--- config.mk ---
export PLATFORM = sky130hd
export DESIGN_NAME = conv2_sched
export DESIGN_NICKNAME = d
export VERILOG_FILES = /design/src/rtl/conv2_sched.sv
export SDC_FILE = /design/constraint.sdc
export NUM_CORES = 1
export LEC_CHECK = 0
export CAP_MARGIN = 30
export CORE_ASPECT_RATIO = 0.9
export CORE_MARGIN = 2
export CORE_UTILIZATION = 35
export DETAILED_ROUTE_END_ITERATION = 8
export GPL_TIMING_DRIVEN = 0
export PLACE_DENSITY = 0.75
export SYNTH_ARGS = -nofsm -noshare
export SYNTH_HDL_FRONTEND = slang
export SYNTH_SLANG_ARGS = --single-unit
export TNS_END_PERCENT = 10
--- constraint.sdc ---
create_clock -name clock -period 2.1 [get_ports clock]
set_clock_uncertainty 0.15 [all_clocks]
set_input_delay 0.21 -clock clock [delete_from_list [all_inputs] [get_ports clock]]
set_output_delay 0.21 -clock clock [all_outputs]
set_load 0.1 [all_outputs]
--- src/rtl/conv2_sched.sv ---
// Sequencer for the shared 2-D convolution MAC datapath. It walks every valid
// output pixel, issues one kernel tap per cycle, and strobes each finished pixel.
module conv2_sched #(
  parameter int SIZE    = 100,
  parameter int SIZEKer = 3,
  localparam int CW = (SIZE > 1) ? $clog2(SIZE) : 1,
  localparam int KW = (SIZEKer > 1) ? $clog2(SIZEKer) : 1
) (
  input  logic          clock,
  input  logic          reset,
  input  logic          start,
  input  logic          abort,
  input  logic          stall,
  output logic          tap_valid,
  output logic [CW-1:0] img_row,
  output logic [CW-1:0] img_col,
  output logic [KW-1:0] ker_row,
  output logic [KW-1:0] ker_col,
  output logic          mac_clear,
  output logic          out_we,
  output logic [CW-1:0] out_row,
  output logic [CW-1:0] out_col,
  output logic          busy,
  output logic          done,
  output logic [1:0]    fsm_state
);

  // Handshake: start is sampled only in IDLE. While stall is high in ACCUM the
  // current tap is held and tap_valid stays low. abort beats everything else.
  typedef enum logic [1:0] {
    IDLE  = 2'd0,
    CLEAR = 2'd1,
    ACCUM = 2'd2,
    WRITE = 2'd3
  } state_t;

  localparam logic [KW-1:0] K_LAST = KW'(SIZEKer - 1);
  localparam logic [CW-1:0] O_LAST = CW'(SIZE - SIZEKer);

  state_t        state_q, state_d;
  logic [CW-1:0] row_q, row_d, col_q, col_d;
  logic [KW-1:0] kr_q, kr_d, kc_q, kc_d;
  logic          done_q, done_d;
  logic          busy_q, clear_q, we_q;

  always_comb begin
    state_d = state_q;
    row_d   = row_q;
    col_d   = col_q;
    kr_d    = kr_q;
    kc_d    = kc_q;
    done_d  = done_q;
    if (abort && state_q != IDLE) begin
      state_d = IDLE;
      row_d   = '0;
      col_d   = '0;
      kr_d    = '0;
      kc_d    = '0;
    end else begin
      case (state_q)
        IDLE: begin
          if (start && !abort) begin
            state_d = CLEAR;
            done_d  = 1'b0;
            row_d   = '0;
            col_d   = '0;
            kr_d    = '0;
            kc_d    = '0;
          end
        end
        CLEAR: begin
          state_d = ACCUM;
          kr_d    = '0;
          kc_d    = '0;
        end
        ACCUM: begin
          if (!stall) begin
            if (kc_q == K_LAST) begin
              kc_d = '0;
              // Last tap accepted: leave kr at 0 so the next CLEAR starts clean.
              if (kr_q == K_LAST) begin
                kr_d    = '0;
                state_d = WRITE;
              end else begin
                kr_d = kr_q + KW'(1);
              end
            end else begin
              kc_d = kc_q + KW'(1);
            end
          end
        end
        WRITE: begin
          state_d = CLEAR;
          if (col_q == O_LAST) begin
            col_d = '0;
            if (row_q == O_LAST) begin
              row_d   = '0;
              done_d  = 1'b1;
              state_d = IDLE;
            end else begin
              row_d = row_q + CW'(1);
            end
          end else begin
            col_d = col_q + CW'(1);
          end
        end
        default: state_d = IDLE;
      endcase
    end
  end

  // Strobes are registered from the next state so they line up with it.
  always_ff @(posedge clock or posedge reset) begin
    if (reset) begin
      state_q <= IDLE;
      row_q   <= '0;
      col_q   <= '0;
      kr_q    <= '0;
      kc_q    <= '0;
      done_q  <= 1'b0;
      busy_q  <= 1'b0;
      clear_q <= 1'b0;
      we_q    <= 1'b0;
    end else begin
      state_q <= state_d;
      row_q   <= row_d;
      col_q   <= col_d;
      kr_q    <= kr_d;
      kc_q    <= kc_d;
      done_q  <= done_d;
      busy_q  <= (state_d != IDLE);
      clear_q <= (state_d == CLEAR);
      we_q    <= (state_d == WRITE);
    end
  end

  assign tap_valid = (state_q == ACCUM) && !stall;
  assign img_row   = row_q + CW'(kr_q);
  assign img_col   = col_q + CW'(kc_q);
  assign ker_row   = kr_q;
  assign ker_col   = kc_q;
  assign out_row   = row_q;
  assign out_col   = col_q;
  assign mac_clear = clear_q;
  assign out_we    = we_q;
  assign busy      = busy_q;
  assign done      = done_q;
  assign fsm_state = state_q;

endmodule

==> flow_summary.toml <==
[status]
status = "complete, but fails checks"
violations = "setup timing"

[yosys]
synth_nets = 198
synth_ff_type = "dfrtp_1"
synth_seq_cells = 24
syn_avg_cell_area_um2 = 9.50
yosys_warnings = 0
synth_edf_count = 0
synth-seq-area-share_pct = 35.1
netlist_area_mm2 = 0.00171
synthCells = 180
synthDistinctLibCells = 48
async_flop_share_pct = 100

[grt]
grt_pass1_vias = 1496
grt_usage_pct = 16.1
grt_max_degree = 25
grt-ovfl-total = 0
antenna_found_initial = 0
grt_pass1_wl_um = 7220

[worst_setup_path]
crit_type = "flop to output pin"
r2r_setup_slack_ns = -0.06
crit_arrival_ns = 1.92
timing.rr.start = "out_row[0]"
critPathCapture = "img_col[6]"
cp-startpoint = "out_col[0]"
worst_setup_path_end_kind = "output pin"
reg2reg_depth = 5
worstPathMaxFanout = 5
required_ns = 1.74
r2r_end = "out_row[1]"
start_kind = "flop"

[sta]
timing.final.ws_setup_ns = -0.183
rsz0062_at_grt = "yes"
setup_viol = 8
slew_headroom_pct = 35.7
drv_slew = 0
worst_slew_pin_slew_ns = 0.964
hold_violations = 0
fin_crit_sh_pct = 109
fmax_ghz = 0.438
finalCriticalPeriod_ns = 2.28

[routing]
wl_per_cell_um = 14.4
drc_errors = 0
postRouteAntennaNets = 0
num_vias = 1536
vias_per_cell = 5.17
drt_iter0_markers = 138
wl_um = 4280
dr.pass1.iters = 4

[die]
rows = 24
dieArea_mm2 = 0.00546
die_h_um = 70.3
start_util_pct = 35.8
io_pins = 44
coreArea_mm2 = 0.00477
dieWidth_um = 77.7

[clock_network]
cts_made_buffers = 3
clock_sinks = 24
clock_path_buffers = 2
clk-insertion-delay-late_ns = 0.26
root_buffer = "clkbuf_8"
tritoncts = "yes"
clkTransAtPathRegs_ns = 0.09
htreeDepth = 1

[power]
powerDensity_mw_per_mm2 = 788
p_leak_nw = 1.19
ir_drop_mv = 1.04

[finish]
utilization_pct = 58.1
syn_to_final_growth_pct = 62.4
layout.nets = 251
diodes = 0
drive_gt1_share_pct = 39.2

[place]
place_congestion = 0.813
place_hpwl_um = 3150
portBuffers = 43
dpl_worst_slack_ns = -0.898

[job]
maxCapViolations = 0

[hold_path]
holdCritPathClass = "input port to async pin"
[synthesized netlist by cell type (2+ instances only)]
cell type	n	area, µm²
xnor2_1	8	70.1
o21ai_0	3	15.0
nand3b_1	2	15.0
buf_2	3	15.0
a21oi_1	6	30.0
a31oi_1	3	18.8
buf_6	2	22.5
xor2_1	6	52.6
a22o_1	3	26.3
nor2b_1	3	18.8
ha_1	11	138
nand2b_1	2	12.5
a2111oi_0	3	26.3
dfrtp_1	24	601
nand4b_1	2	17.5
nand4_1	3	18.8
a41oi_1	3	26.3
and3_1	2	12.5
nand2_1	9	33.8
and2_1	3	18.8
nor2_1	17	63.8
a2bb2oi_1	2	17.5
o22ai_1	4	25.0
inv_1	17	63.8
a211oi_1	5	37.5
fa_1	2	40.0
nor3_1	4	20.0
nand3_1	8	40.0
[worst max-delay path: stages, from the launching register on]
cell and delay, ns:
dfrtp_4 0.53, ha_4 0.18, fa_2 0.43, inv_2 0.09
nor2_2 0.07, xor2_4 0.16, buf_12 0.19
[cell usage in the layout, fill, tap and decap left out, types with 3 or more instances in the layout]
cell type	count
xor2_4	6
dfrtp_2	10
a21oi_1	3
dfrtp_4	8
nand3_1	6
xnor2_4	4
inv_2	3
a2111oi_1	3
clkbuf_8	3
dlygate4sd2_1	20
o22ai_1	4
ha_4	3
a41oi_1	3
dlymetal6s2s_1	4
xnor2_1	4
nand2_1	9
buf_6	5
a21oi_2	3
nor2_2	6
dfrtp_1	6
a211oi_1	5
ha_1	8
buf_12	9
buf_2	4
buf_4	4
nor2_1	10
a22o_1	3
inv_1	14
and2_1	3
o21ai_0	3
nand4_1	3
a31oi_1	3
clkdlybuf4s50_1	3
[worst min-delay path by stage]
| stage | end | from | slack [ns] |
|---|---|---|---|
| after floorplan | busy | reset | 0.07 |
| after global placement | done | done | 0.41 |
| after detailed placement | done | done | 0.41 |
| after CTS | ker_col[0] | reset | 0.33 |
| after global routing | fsm_state[1] | reset | 0.42 |
| final | ker_col[0] | reset | 0.30 |
[state kept, by name, indices dropped and copies added (netlist names)]
name / flops
fsm_state: 2
busy: 1
out_row: 7
ker_col: 2
done: 1
mac_clear: 1
out_we: 1
out_col: 7
ker_row: 2
[layout make-up]
| type | count | area, µm² |
|---|---|---|
| Inverter | 17 | 63.8 |
| Tap cell | 65 | 81.3 |
| Fill cell | 408 | 2000 |
| Sequential cell | 24 | 643 |
| Timing Repair Buffer | 48 | 556 |
| Buffer | 7 | 53.8 |
| Multi-Input combinational cell | 132 | 1330 |
| Clock buffer | 4 | 45.0 |
[power by group]
group	total (mW)	switching, mW	internal, mW	leakage [nW]
Sequential	0.583	0.0607	0.522	0.299
Clock	0.283	0.147	0.135	0.0228
Combinational	1.32	0.955	0.366	0.873
[routing by layer]
layer / GRT usage [%] / share of wire [%] / vias up
li1: - / - / 749
met5: 0 / 0 / -
met2: 26.3 / 47 / 32
met1: 23.2 / 48 / 751
met3: 2.33 / 3.7 / 4
met4: 2.18 / 0.75 / 0
[stage by stage]
step,instances,hold slack [ns],setup TNS (ns),total power [mW],cell area (µm²)
3_3_place_gp,288,0.405,-11.31,1.80,2510
2_1_floorplan,180,0.0741,-6.08,1.56,2000
6_report,297,0.305,-0.735,2.19,2780
3_5_place_dp,288,0.411,-11.90,1.82,2510
5_1_grt,297,0.417,-1.36,2.31,2780
4_1_cts,294,0.335,-0.957,2.16,2690
[logic make-up (layout without fill, tap and decap cells)]
logic type | after synthesis | after routing | share of synthesized area, %
and+or+nand+nor | 64 | 64 | 22.1
AOI/OAI and AO/OA | 40 | 40 | 18.2
DFF | 24 | 24 | 35.1
buffers and inverters | 24 | 76 | 6.37
xor gates and xnor gates | 14 | 14 | 7.17
adders and majority gates | 13 | 13 | 10.4
muxes | 1 | 1 | 0.659
[timing repair]
item / in CTS / in global routing
gates resized for setup: 151 / 18
buffers inserted: 2 / 3
endpoints found under the setup margin: 54 / 30
hold buffers: 0 / 0
pin swaps: 3 / 0
No activity file was read; power rests on OpenSTA's default activity.
